==> config.mk <==
export PLATFORM = sky130hd
export DESIGN_NAME = seq_alu
export DESIGN_NICKNAME = d
export VERILOG_FILES = /design/src/rtl/seq_alu.sv
export SDC_FILE = /design/constraint.sdc
export NUM_CORES = 1
export LEC_CHECK = 0
export CAP_MARGIN = 20
export CORE_ASPECT_RATIO = 1.75
export CORE_MARGIN = 2
export CORE_UTILIZATION = 29
export CTS_CLUSTER_SIZE = 16
export DETAILED_ROUTE_END_ITERATION = 16
export PLACE_DENSITY = 0.54
export SYNTH_ARGS = -nofsm -noshare
export SYNTH_HDL_FRONTEND = slang
export SYNTH_SLANG_ARGS = --single-unit
==> constraint.sdc <==
create_clock -name clk -period 3 [get_ports clk]
set_clock_uncertainty 0.05 [all_clocks]
set_input_delay 0.6 -clock clk [delete_from_list [all_inputs] [get_ports clk]]
set_output_delay 0.6 -clock clk [all_outputs]
set_load 0.01 [all_outputs]
==> src/rtl/seq_alu.sv <==
// Sequential ALU: single-cycle arithmetic/logic ops with a persistent flags register,
// plus an iterative shift-add unsigned multiplier behind a start/busy/done handshake.
module seq_alu #(
  parameter int WIDTH = 8,
  parameter int CNT_W = $clog2(WIDTH + 1)
) (
  input  logic             clk,
  input  logic             rst_n,
  input  logic             start,
  input  logic [3:0]       op,
  input  logic [WIDTH-1:0] a,
  input  logic [WIDTH-1:0] b,
  output logic [WIDTH-1:0] result,
  output logic [WIDTH-1:0] result_hi,
  output logic [7:0]       flags,
  output logic             busy,
  output logic             done,
  output logic             illegal
);

  localparam logic [3:0] OP_ADD = 4'h0;
  localparam logic [3:0] OP_SUB = 4'h1;
  localparam logic [3:0] OP_AND = 4'h2;
  localparam logic [3:0] OP_OR  = 4'h3;
  localparam logic [3:0] OP_XOR = 4'h4;
  localparam logic [3:0] OP_NOT = 4'h5;
  localparam logic [3:0] OP_CMP = 4'h6;
  localparam logic [3:0] OP_ADC = 4'h7;
  localparam logic [3:0] OP_SHL = 4'h8;
  localparam logic [3:0] OP_SHR = 4'h9;
  localparam logic [3:0] OP_MUL = 4'hA;

  typedef enum logic {S_IDLE, S_MUL} state_t;

  state_t                 state_q, state_d;
  logic [CNT_W-1:0]       cnt_q, cnt_d;
  logic [WIDTH-1:0]       mcand_q, mcand_d;
  logic [2*WIDTH-1:0]     prod_q, prod_d;
  logic [WIDTH-1:0]       result_q, result_d;
  logic [WIDTH-1:0]       result_hi_q, result_hi_d;
  logic [7:0]             flags_q, flags_d;
  logic                   done_q, done_d;
  logic                   illegal_q, illegal_d;

  logic [WIDTH:0]         add_sum, adc_sum, sub_diff, step_sum;
  logic [2*WIDTH-1:0]     prod_step;
  logic [WIDTH-1:0]       res;
  logic                   wr, c_f, v_f;

  assign add_sum  = {1'b0, a} + {1'b0, b};
  assign adc_sum  = add_sum + {{WIDTH{1'b0}}, flags_q[3]};
  assign sub_diff = {1'b0, a} - {1'b0, b};

  // prod_q holds {accumulator, remaining multiplier bits}; each step adds then shifts right
  assign step_sum  = {1'b0, prod_q[2*WIDTH-1:WIDTH]} + (prod_q[0] ? {1'b0, mcand_q} : '0);
  assign prod_step = {step_sum, prod_q[WIDTH-1:1]};

  always_comb begin
    state_d     = state_q;
    cnt_d       = cnt_q;
    mcand_d     = mcand_q;
    prod_d      = prod_q;
    result_d    = result_q;
    result_hi_d = result_hi_q;
    flags_d     = flags_q;
    done_d      = 1'b0;
    illegal_d   = 1'b0;
    res         = '0;
    wr          = 1'b0;
    c_f         = 1'b0;
    v_f         = 1'b0;

    case (state_q)
      S_IDLE: begin
        if (start) begin
          case (op)
            OP_ADD: begin
              wr  = 1'b1;
              res = add_sum[WIDTH-1:0];
              c_f = add_sum[WIDTH];
              v_f = (a[WIDTH-1] == b[WIDTH-1]) && (add_sum[WIDTH-1] != a[WIDTH-1]);
            end
            OP_ADC: begin
              wr  = 1'b1;
              res = adc_sum[WIDTH-1:0];
              c_f = adc_sum[WIDTH];
              v_f = (a[WIDTH-1] == b[WIDTH-1]) && (adc_sum[WIDTH-1] != a[WIDTH-1]);
            end
            OP_SUB: begin
              wr  = 1'b1;
              res = sub_diff[WIDTH-1:0];
              c_f = sub_diff[WIDTH];
              v_f = (a[WIDTH-1] != b[WIDTH-1]) && (sub_diff[WIDTH-1] != a[WIDTH-1]);
            end
            OP_AND: begin wr = 1'b1; res = a & b; end
            OP_OR:  begin wr = 1'b1; res = a | b; end
            OP_XOR: begin wr = 1'b1; res = a ^ b; end
            OP_NOT: begin wr = 1'b1; res = ~a; end
            OP_SHL: begin wr = 1'b1; res = {a[WIDTH-2:0], 1'b0}; c_f = a[WIDTH-1]; end
            OP_SHR: begin wr = 1'b1; res = {1'b0, a[WIDTH-1:1]}; c_f = a[0]; end
            OP_CMP: begin
              flags_d[0] = (a == b);
              flags_d[1] = (a > b);
              done_d     = 1'b1;
            end
            OP_MUL: begin
              state_d = S_MUL;
              cnt_d   = CNT_W'(WIDTH);
              mcand_d = a;
              prod_d  = {{WIDTH{1'b0}}, b};
            end
            default: begin
              done_d    = 1'b1;
              illegal_d = 1'b1;
            end
          endcase
          if (wr) begin
            result_d    = res;
            result_hi_d = '0;
            flags_d     = {2'b00, v_f, res[WIDTH-1], c_f, (res == '0), flags_q[1:0]};
            done_d      = 1'b1;
          end
        end
      end
      S_MUL: begin
        prod_d = prod_step;
        cnt_d  = cnt_q - CNT_W'(1);
        if (cnt_q == CNT_W'(1)) begin
          state_d     = S_IDLE;
          result_d    = prod_step[WIDTH-1:0];
          result_hi_d = prod_step[2*WIDTH-1:WIDTH];
          flags_d     = {2'b00, 1'b0, 1'b0, (prod_step[2*WIDTH-1:WIDTH] != '0),
                         (prod_step == '0), flags_q[1:0]};
          done_d      = 1'b1;
        end
      end
      default: state_d = S_IDLE;
    endcase
  end

  always_ff @(posedge clk or negedge rst_n) begin
    if (!rst_n) begin
      state_q     <= S_IDLE;
      cnt_q       <= '0;
      mcand_q     <= '0;
      prod_q      <= '0;
      result_q    <= '0;
      result_hi_q <= '0;
      flags_q     <= '0;
      done_q      <= 1'b0;
      illegal_q   <= 1'b0;
    end else begin
      state_q     <= state_d;
      cnt_q       <= cnt_d;
      mcand_q     <= mcand_d;
      prod_q      <= prod_d;
      result_q    <= result_d;
      result_hi_q <= result_hi_d;
      flags_q     <= flags_d;
      done_q      <= done_d;
      illegal_q   <= illegal_d;
    end
  end

  assign result    = result_q;
  assign result_hi = result_hi_q;
  assign flags     = flags_q;
  assign busy      = (state_q == S_MUL);
  assign done      = done_q;
  assign illegal   = illegal_q;

endmodule

==> key figures, run 1 <==
Final layout
  – Final non-filler cell total: 955
  – Post-route cell area: 7020 um^2
  – Antenna cells: 0
  – Final Core Density: 46.07%
  – Sequential cell area: 1326 um^2
  – Layout area overhead: 56.78%
  – Fillers: 1524
  – Nets: 830
  – Multi-input gate area: 3244 um^2
  – Share of cells above drive strength 1: 36.28%

CTS
  – Clock root cell: clkbuf_16
  – Clock tree buffer depth: 2
  – Clock latency at the later pin of the worst-skew pair: 0.30 ns
  – CTS tree: yes
  – H-Tree Depth: 2
  – CTS Hold Bufs: 0
  – Clk slew on worst S/H paths: 0.07 ns
  – Total CTS buffers: 5
  – # clock sinks: 53

Worst setup path
  – Critical Path End: flags[2]
  – Crit-path cells: buf_6 -> buf_6 -> ha_4 -> fa_2 -> ha_4 -> o21ai_1 -> a22oi_1 -> o211ai_1 -> or4_4 -> or4_1 -> or3_1 -> o21ai_2
  – Delay of the slowest critical-path stage: 0.59 ns
  – Critical-path top delay cell: fa_2
  – Reg2reg setup slack: -0.21 ns
  – Critical Path Stages: 12
  – Setup crit start: b[0]
  – CP max FO: 3
  – Arrival @ worst endpoint: 3.47 ns
  – Crit end category: register
  – WP buf/inv: 2
  – WP data required: 3.18 ns
  – R2R Path Start: mcand_q[0]
  – Crit start category: primary input
  – Reg2Reg Capture Point: flags[2]
  – Worst r2r path cells: 11
  – CP top delay family: simple AND/OR/NAND/NOR gates
  – Crit Path Category: in2reg

Placed design
  – DP Area: 6359 um^2
  – Gpl congestion: 0.9408
  – Post-Place Cells: 922
  – Dpl hpwl: 14030 um
  – Pre-CTS setup slack: -1.026 ns
  – I/O Buffers: 47

STA
  – Maximum clock rate: 0.3042 GHz
  – Max-slew violation count: 0
  – Post-layout min period: 3.287 ns
  – # setup viols final: 6
  – RSZ-0062 raised after global routing: yes
  – Final Cycle Share: 109.6%
  – Final hold vios: 0
  – Fin worst setup slack: -0.2872 ns
  – WHS: 0.2027 ns
  – Setup TNS: -0.8316 ns

Floorplan
  – # IOs: 50
  – Number of placement rows: 60
  – DIE AREA: 16490 um^2
  – Core area: 15240 um^2
  – Vert. Die Dim: 168.4 um
  – DIE WIDTH: 97.94 um
  – Initial core utilization: 29.38%

Flow run
  – # Max-Cap Violations: 0

Run status
  – Violated checks: negative setup slack
  – Status: finished, violations left

Min path
  – Tightest Hold Check Type: in2async

Global routing
  – Initial antenna violation count: 0
  – Vias in the first global route: 5206
  – First-pass GRT wire length: 26610 um
  – Largest net degree at the start of global routing: 27
  – Grt ovf: 0
  – GRT Util Overall: 20.65%

Yosys
  – Gate count of the mapped netlist: 557
  – Ys flop type: dfrtp_1
  – Mean post-synth cell area: 8.040 um^2
  – Mapped cell area: 4478 um^2
  – Ys async rst share: 100.0%
  – Syn. warnings: 0
  – Cell variety after synth: 72
  – FF+latch count, synth: 53
  – EDFF count, synth: 0
  – Sequential area share after synthesis: 29.62%

Route
  – Via Count: 5030
  – Number of detailed-route iterations in the first pass: 5
  – ANT nets after route: 0
  – Total wire length: 17350 um
  – Initial DRC count: 217
  – DR DRC count: 0
  – DR WL/cell: 18.17 um
  – Vias per cell: 5.267

Power and ir drop
  – Total Power: 4.150 mW
  – Pwr Density: 591.1 nW/um^2
  – Leak: 3.203 nW
  – Peak VDD IR: 345.1 uV
==> worst register-to-register path: cells and delay by family (launching register included) <==
| kind | cells | cell delay [ns] |
|---|---|---|
| AND/OR/NAND/NOR | 4 | 1.50 |
| adder cells (fa/ha/maj) | 2 | 0.60 |
| AO/OA/AOI/OAI | 4 | 0.52 |
| flip-flops | 1 | 0.38 |
| XOR/XNOR | 1 | 0.11 |
==> registers in the layout (all words and copies together) (netlist names) <==
| signal | count |
|---|---|
| flags | 6 |
| result_hi | 8 |
| done | 1 |
| prod_q | 16 |
| mcand_q | 8 |
| result | 8 |
| cnt_q | 4 |
| busy | 1 |
| illegal | 1 |
==> cells by family (layout without fill, tap and decap cells) <==
kind of cell             after synthesis  after routing  share of synthesized area, %
adder cells (fa/ha/maj)               39             39                         11.40
flip-flops                            53             53                         29.62
buffers and inverters                 62            273                         6.063
multiplexers                           5              5                         1.397
AO/OA/AOI/OAI                        153            153                         23.00
AND/OR/NAND/NOR                      230            230                         25.54
other                                  1              2                       0.08374
XOR/XNOR                              14             14                         2.906
==> worst min path at each step <==
stage / startpoint / slack [ns] / endpoint / cells past startpoint
floorplan: rst_n / 0.25 / busy / 0
global placement: result_hi[1] / 0.41 / result_hi[1] / 2
detailed placement: result_hi[0] / 0.41 / result_hi[0] / 2
CTS: rst_n / 0.22 / result_hi[2] / 1
global route: rst_n / 0.25 / result_hi[2] / 1
finish: rst_n / 0.20 / result_hi[2] / 1
==> area by class of cell <==
class,count,share of cell area (%)
Inverter,31,1.657
Tap cell,186,3.315
Clock buffer,6,1.836
Clock inverter,2,0.1426
Timing Repair Buffer,234,27.95
Sequential cell,53,18.89
Multi-Input combinational cell,443,46.21
==> synthesized netlist by cell type (5+ instances only) <==
| cell type | n | area (um^2) |
|---|---|---|
| nor4_1 | 6 | 37.54 |
| nor3b_1 | 6 | 45.04 |
| buf_2 | 7 | 35.03 |
| a31oi_1 | 17 | 106.4 |
| o31ai_1 | 6 | 45.04 |
| nand2_1 | 77 | 289.0 |
| nor2b_1 | 10 | 62.56 |
| nand2b_1 | 9 | 56.30 |
| nor3_1 | 15 | 75.07 |
| nor2_1 | 49 | 183.9 |
| o21ai_0 | 42 | 210.2 |
| buf_4 | 6 | 45.04 |
| or4_1 | 6 | 45.04 |
| a21oi_1 | 23 | 115.1 |
| nand3_1 | 13 | 65.06 |
| xor2_1 | 6 | 52.55 |
| o211ai_1 | 5 | 37.54 |
| xnor2_1 | 7 | 61.31 |
| inv_1 | 29 | 108.9 |
| and2_1 | 9 | 56.30 |
| dfrtp_1 | 53 | 1326 |
| a21o_1 | 6 | 45.04 |
| or3_1 | 5 | 31.28 |
| clkbuf_1 | 16 | 60.06 |
| ha_1 | 36 | 450.4 |
| a211oi_1 | 7 | 52.55 |
==> layer usage <==
layer	vias up	wire, um	track usage, %
li1	2421	-	-
met1	2407	6048	19.75
met2	148	9720	40.95
met3	54	508	1.494
met4	0	1074	13.53
met5	-	0	0
==> cell usage in the layout, fill, tap and decap left out, types with 12 or more instances in the layout <==
| cell type | Yosys | layout |
|---|---|---|
| a21oi_1 | 23 | 18 |
| a31oi_1 | 17 | 15 |
| buf_4 | 6 | 168 |
| buf_6 | 1 | 16 |
| clkdlybuf4s50_1 | 0 | 34 |
| dfrtp_1 | 53 | 53 |
| ha_1 | 36 | 25 |
| inv_1 | 29 | 21 |
| nand2_1 | 77 | 76 |
| nor2_1 | 49 | 45 |
| nor3_1 | 15 | 12 |
| o21ai_0 | 42 | 33 |
==> timing repair <==
item,4_1_cts,5_1_grt
endpoints found under the setup margin,8,9
gates resized for setup,80,36
endpoints found under the hold margin,0,0
pin swaps,30,34
buffers inserted,26,5
==> report_power, final <==
group          internal [mW]  switching [mW]  total, mW
logic                   1.17            1.23       2.41
clock network          0.307           0.257      0.564
registers              0.989           0.190       1.18
total                   2.47            1.68       4.15
No activity file was read; power rests on OpenSTA's default activity.
==> run 2: changes to the inputs <==
DONT_BUFFER_PORTS = 1   (was not set)
PLACE_DENSITY = 0.5   (was 0.54)
SLEW_MARGIN = 20   (was not set)
==> key figures, run 2 (same netlist as run 1, synthesis figures left out) <==
Power and ir drop
  – Peak VDD IR: 248.8 uV
  – NetSw: 1.558 mW
  – Total Power: 3.736 mW
  – Pwr Density: 653.6 nW/um^2
  – Clock power share: 16.3%
  – Comb pwr share: 50.5%
  – Sw Share: 41.70%
  – Internal power: 2.178 mW
  – Leak: 2.542 nW
  – Sequential power share: 33.2%

Worst setup path
  – Critical Path Stages: 11
  – WP data required: 3.18 ns
  – Crit start category: register
  – Reg2Reg Capture Point: flags[2]
  – Critical-path top delay cell: or4_4
  – CP top delay family: simple AND/OR/NAND/NOR gates
  – CP max FO: 3
  – Delay of the slowest critical-path stage: 0.53 ns
  – Worst r2r path cells: 11
  – Setup crit start: mcand_q[0]
  – Most used cell, CP: or4_4
  – Crit Path Category: reg2reg
  – Crit end category: register
  – Reg2reg setup slack: -0.08 ns
  – R2R Path Start: mcand_q[0]
  – WP buf/inv: 0
  – Arrival @ worst endpoint: 3.26 ns
  – Crit-path cells: and2_1 -> ha_1 -> fa_2 -> a21o_1 -> a21oi_2 -> xnor2_1 -> or4_4 -> or4_4 -> nor4_4 -> a21oi_1 -> o21ai_2
  – Critical Path End: flags[2]

Global routing
  – Largest net degree at the start of global routing: 54
  – GRT Util Overall: 19.98%
  – Grt ovf: 0
  – Vias in the first global route: 4680
  – First-pass GRT wire length: 25790 um
  – Initial antenna violation count: 0

Floorplan
  – # IOs: 50
  – Vert. Die Dim: 168.4 um
  – Initial core utilization: 29.38%
  – DIE AREA: 16490 um^2
  – Core area: 15240 um^2
  – DIE WIDTH: 97.94 um
  – Number of placement rows: 60

CTS
  – Clock latency at the later pin of the worst-skew pair: 0.30 ns
  – H-Tree Depth: 2
  – # clock sinks: 53
  – Clock root cell: clkbuf_16
  – CTS tree: yes
  – Clock tree buffer depth: 2
  – Total CTS buffers: 5
  – Clk slew on worst S/H paths: 0.08 ns

Run status
  – Violated checks: negative setup slack
  – Status: finished, violations left

Final layout
  – Antenna cells: 0
  – Most frequent cells in the layout: 93 x buf_4, 76 x nand2_1, 53 x dfrtp_1, 46 x nor2_1, 34 x o21ai_0
  – Final Core Density: 37.50%
  – Fillers: 1572
  – Top reg by flops: prod_q
  – Share of cells above drive strength 1: 24.53%
  – Largest register FFs: 16
  – Nets: 693
  – Layout area overhead: 27.63%
  – Most common cell after layout, fill and taps aside: buf_4
  – Final non-filler cell total: 818

Route
  – Initial DRC count: 242
  – Number of detailed-route iterations in the first pass: 4
  – Total wire length: 16440 um
  – DR WL/cell: 20.09 um
  – ANT nets after route: 0
  – DR DRC count: 0
  – Via Count: 4436
  – Vias per cell: 5.423

STA
  – Final Cycle Share: 102.6%
  – Fin worst setup slack: -0.07877 ns
  – Post-layout min period: 3.079 ns
  – WHS: 0.08397 ns
  – Final hold vios: 0
  – RSZ-0062 raised after global routing: yes
  – Max-slew violation count: 0
  – # setup viols final: 2
  – Worst Tran Pin Value: 0.9011 ns
  – Maximum clock rate: 0.3248 GHz
  – Slew HR: 39.71%
  – Setup TNS: -0.08772 ns

Min path
  – Tightest Hold Check Type: in2async

Placed design
  – I/O Buffers: 0
  – Gpl congestion: 0.9561
  – Post-Place Cells: 794
  – Dpl hpwl: 12980 um

Flow run
  – # Max-Cap Violations: 0
## run 2: cell types whose count changed in the layout (fill, tap and decap cells not counted), moves of 4 or more
cell	change
ha_4	-4
buf_6	-13
inv_1	+6
inv_2	-7
dlygate4sd2_1	-4
buf_12	-4
clkdlybuf4s50_1	-34
ha_1	+6
buf_4	-75
## run 2: per-layer routing
layer | GRT usage (%) | part of all wire [%] | wire length (um)
met3 | 2.823 | 3.9 | 647
met5 | 0 | 0 | 0
met2 | 38.42 | 55 | 9091
met4 | 11.41 | 5.3 | 874
met1 | 20.01 | 35 | 5821
## run 2: through the flow
stage | setup slack (ns) | area [um^2]
CTS | -0.05524 | 5544
floorplan | -0.2233 | 4547
global route | -0.1996 | 5715
finish | -0.07877 | 5715
detailed placement | -0.4454 | 5235
global placement | -0.4642 | 5235
## run 2: power groups by stage
| stage | Sequential, mW | Combinational [mW] | Clock [mW] |
|---|---|---|---|
| after floorplan | 1.20 | 1.11 | 0 |
| after global placement | 1.25 | 1.68 | 0 |
| after detailed placement | 1.26 | 1.71 | 0 |
| after CTS | 1.24 | 1.80 | 0.624 |
| after global routing | 1.28 | 2.11 | 0.649 |
| final | 1.24 | 1.89 | 0.610 |
## run 2: how the worst min path moves through the flow
| stage | from | end | slack (ns) | cells past startpoint |
|---|---|---|---|---|
| finish | rst_n | result_hi[2] | 0.08 | 1 |
| global route | rst_n | prod_q[11] | 0.1 | 1 |
| CTS | rst_n | result_hi[3] | 0.1 | 1 |
| detailed placement | rst_n | result_hi[3] | 0.26 | 0 |
| global placement | rst_n | result_hi[3] | 0.26 | 0 |
| floorplan | rst_n | busy | 0.25 | 0 |
## run 2: what timing repair did
action,CTS,global route
setup endpoints to repair,4,7
pin swaps,9,19
resized for setup,14,31
endpoints found under the hold margin,53,0
cloned,0,0
hold buffers,1,0
setup buffers,11,5
## run 2: area by class of cell
cell class / instances / area [um^2] / share of cell area [%]
sequential: 53 / 1326 / 23.20
multi-input combinational: 443 / 3122 / 54.62
inverter: 31 / 118.9 / 2.080
timing repair buffer: 97 / 759.5 / 13.29
clock inverter: 2 / 17.52 / 0.3065
tap: 186 / 232.7 / 4.072
clock buffer: 6 / 138.9 / 2.430
==> run 3: changes to the inputs <==
PLACE_DENSITY = 0.53   (was 0.5)
==> key figures, run 3 (same netlist as run 1, synthesis figures left out) <==
Run status
  – Status: finished, violations left
  – Violated checks: negative setup slack

STA
  – Worst Tran Pin Value: 0.8295 ns
  – # setup viols final: 1
  – Slew HR: 44.49%
  – Setup TNS: -0.04785 ns
  – Final Cycle Share: 101.6%
  – Final hold vios: 0
  – Max-slew violation count: 0
  – Fin worst setup slack: -0.04785 ns
  – RSZ-0062 raised after global routing: yes
  – Maximum clock rate: 0.3281 GHz
  – Post-layout min period: 3.048 ns

CTS
  – Clock tree buffer depth: 2
  – # clock sinks: 53
  – Clk slew on worst S/H paths: 0.07 ns
  – CTS tree: yes
  – Clock latency at the later pin of the worst-skew pair: 0.30 ns
  – Clock root cell: clkbuf_16
  – H-Tree Depth: 2
  – Total CTS buffers: 5

Final layout
  – Final Core Density: 37.05%
  – Share of cells above drive strength 1: 23.63%
  – Nets: 683
  – Most common cell after layout, fill and taps aside: buf_4
  – Post-route cell area: 5647 um^2
  – Antenna cells: 0
  – Largest register FFs: 16
  – Most frequent cells in the layout: 85 x buf_4, 76 x nand2_1, 53 x dfrtp_1, 48 x nor2_1, 35 x o21ai_0
  – Top reg by flops: prod_q
  – Layout area overhead: 26.10%

Route
  – Number of detailed-route iterations in the first pass: 4
  – ANT nets after route: 0
  – Met2 Wirelength: 8805 um
  – DR DRC count: 0
  – Via Count: 4495
  – Total wire length: 16160 um
  – Initial DRC count: 283
  – Met1 wire length: 5256 um
  – Vias per cell: 5.563
  – DR WL/cell: 20.00 um
  – Max layer used: met4
  – WL met3: 805 um

Global routing
  – Largest net degree at the start of global routing: 54
  – Initial antenna violation count: 0
  – Vias in the first global route: 4587
  – GRT Util Overall: 19.32%
  – Grt ovf: 0
  – First-pass GRT wire length: 24880 um

Worst setup path
  – Worst r2r path cells: 11
  – Reg2Reg Capture Point: flags[2]
  – Most used cell, CP: or4_1
  – R2R Path Start: mcand_q[0]
  – Crit start category: primary input
  – Critical-path top delay cell: or4_1
  – Arrival @ worst endpoint: 3.23 ns
  – Crit Path Category: in2reg
  – CP max FO: 4
  – Crit end category: register
  – Setup crit start: b[0]
  – Critical Path End: flags[2]
  – WP data required: 3.19 ns
  – Crit-path cells: inv_1 -> ha_4 -> ha_1 -> nand2b_1 -> a32o_1 -> a221oi_2 -> o221ai_2 -> or4_1 -> or4_1 -> or3_1 -> o21ai_2
  – Delay of the slowest critical-path stage: 0.49 ns
  – Reg2reg setup slack: 0 ns

Floorplan
  – Initial core utilization: 29.38%
  – DIE AREA: 16490 um^2
  – Vert. Die Dim: 168.4 um
  – Core area: 15240 um^2
  – # IOs: 50
  – Number of placement rows: 60
  – DIE WIDTH: 97.94 um

Power and ir drop
  – Peak VDD IR: 271.9 uV
  – Pwr Density: 652.5 nW/um^2
  – Leak: 2.498 nW

Placed design
  – Gpl congestion: 0.9337
  – DP Area: 5235 um^2
  – I/O Buffers: 0
  – Dpl hpwl: 12950 um

Min path
  – Tightest Hold Check Type: in2async

Flow run
  – # Max-Cap Violations: 0
run 3: critical path: cells and delay by family:
| family | cells | cell delay (ns) |
|---|---|---|
| and+or+nand+nor | 4 | 1.35 |
| AOI/OAI and AO/OA | 4 | 0.77 |
| adders and majority gates | 2 | 0.45 |
| buffers and inverters | 1 | 0.06 |
run 3: layer usage:
layer | vias to the layer above | track usage (%)
met3 | 58 | 3.113
met5 | - | 0
met4 | 0 | 15.16
li1 | 2129 | -
met2 | 154 | 36.81
met1 | 2154 | 17.64
run 3: how the worst min path moves through the flow:
| stage | startpoint | endpoint | slack, ns |
|---|---|---|---|
| 2_1_floorplan | rst_n | busy | 0.25 |
| 3_3_place_gp | rst_n | result_hi[3] | 0.26 |
| 3_5_place_dp | rst_n | result_hi[3] | 0.26 |
| 4_1_cts | rst_n | result_hi[3] | 0.10 |
| 5_1_grt | rst_n | result_hi[3] | 0.10 |
| 6_report | rst_n | prod_q[11] | 0.08 |
run 3: area by class of cell:
class | instances | area, um^2
clock buffers | 6 | 138.9
clock inverters | 2 | 13.76
fillers | 1570 | 9593
inverters | 31 | 123.9
multi-input cells | 443 | 3134
flip-flops and latches | 53 | 1326
well taps | 186 | 232.7
repair buffers | 87 | 676.9
run 3: what timing repair did:
action	in CTS	in global routing
pin swaps	5	18
gates resized for setup	19	25
buffers inserted	0	5
hold endpoints to repair	53	0
hold buffers	1	0
setup endpoints to repair	4	5
run 3: where the power goes:
group          internal [mW]  switching (mW)
combinational          0.831            1.01
clock                  0.332           0.265
sequential             0.989           0.258
run 3: per-stage QoR:
| step | power (mW) | setup WS (ns) | hold WS, ns | std cells |
|---|---|---|---|---|
| global route | 3.964 | -0.1876 | 0.1020 | 808 |
| finish | 3.684 | -0.04785 | 0.08061 | 808 |
| detailed placement | 2.948 | -0.4230 | 0.2558 | 794 |
| global placement | 2.906 | -0.4129 | 0.2558 | 794 |
| floorplan | 2.307 | -0.2233 | 0.2544 | 558 |
| CTS | 3.629 | -0.05011 | 0.1009 | 803 |
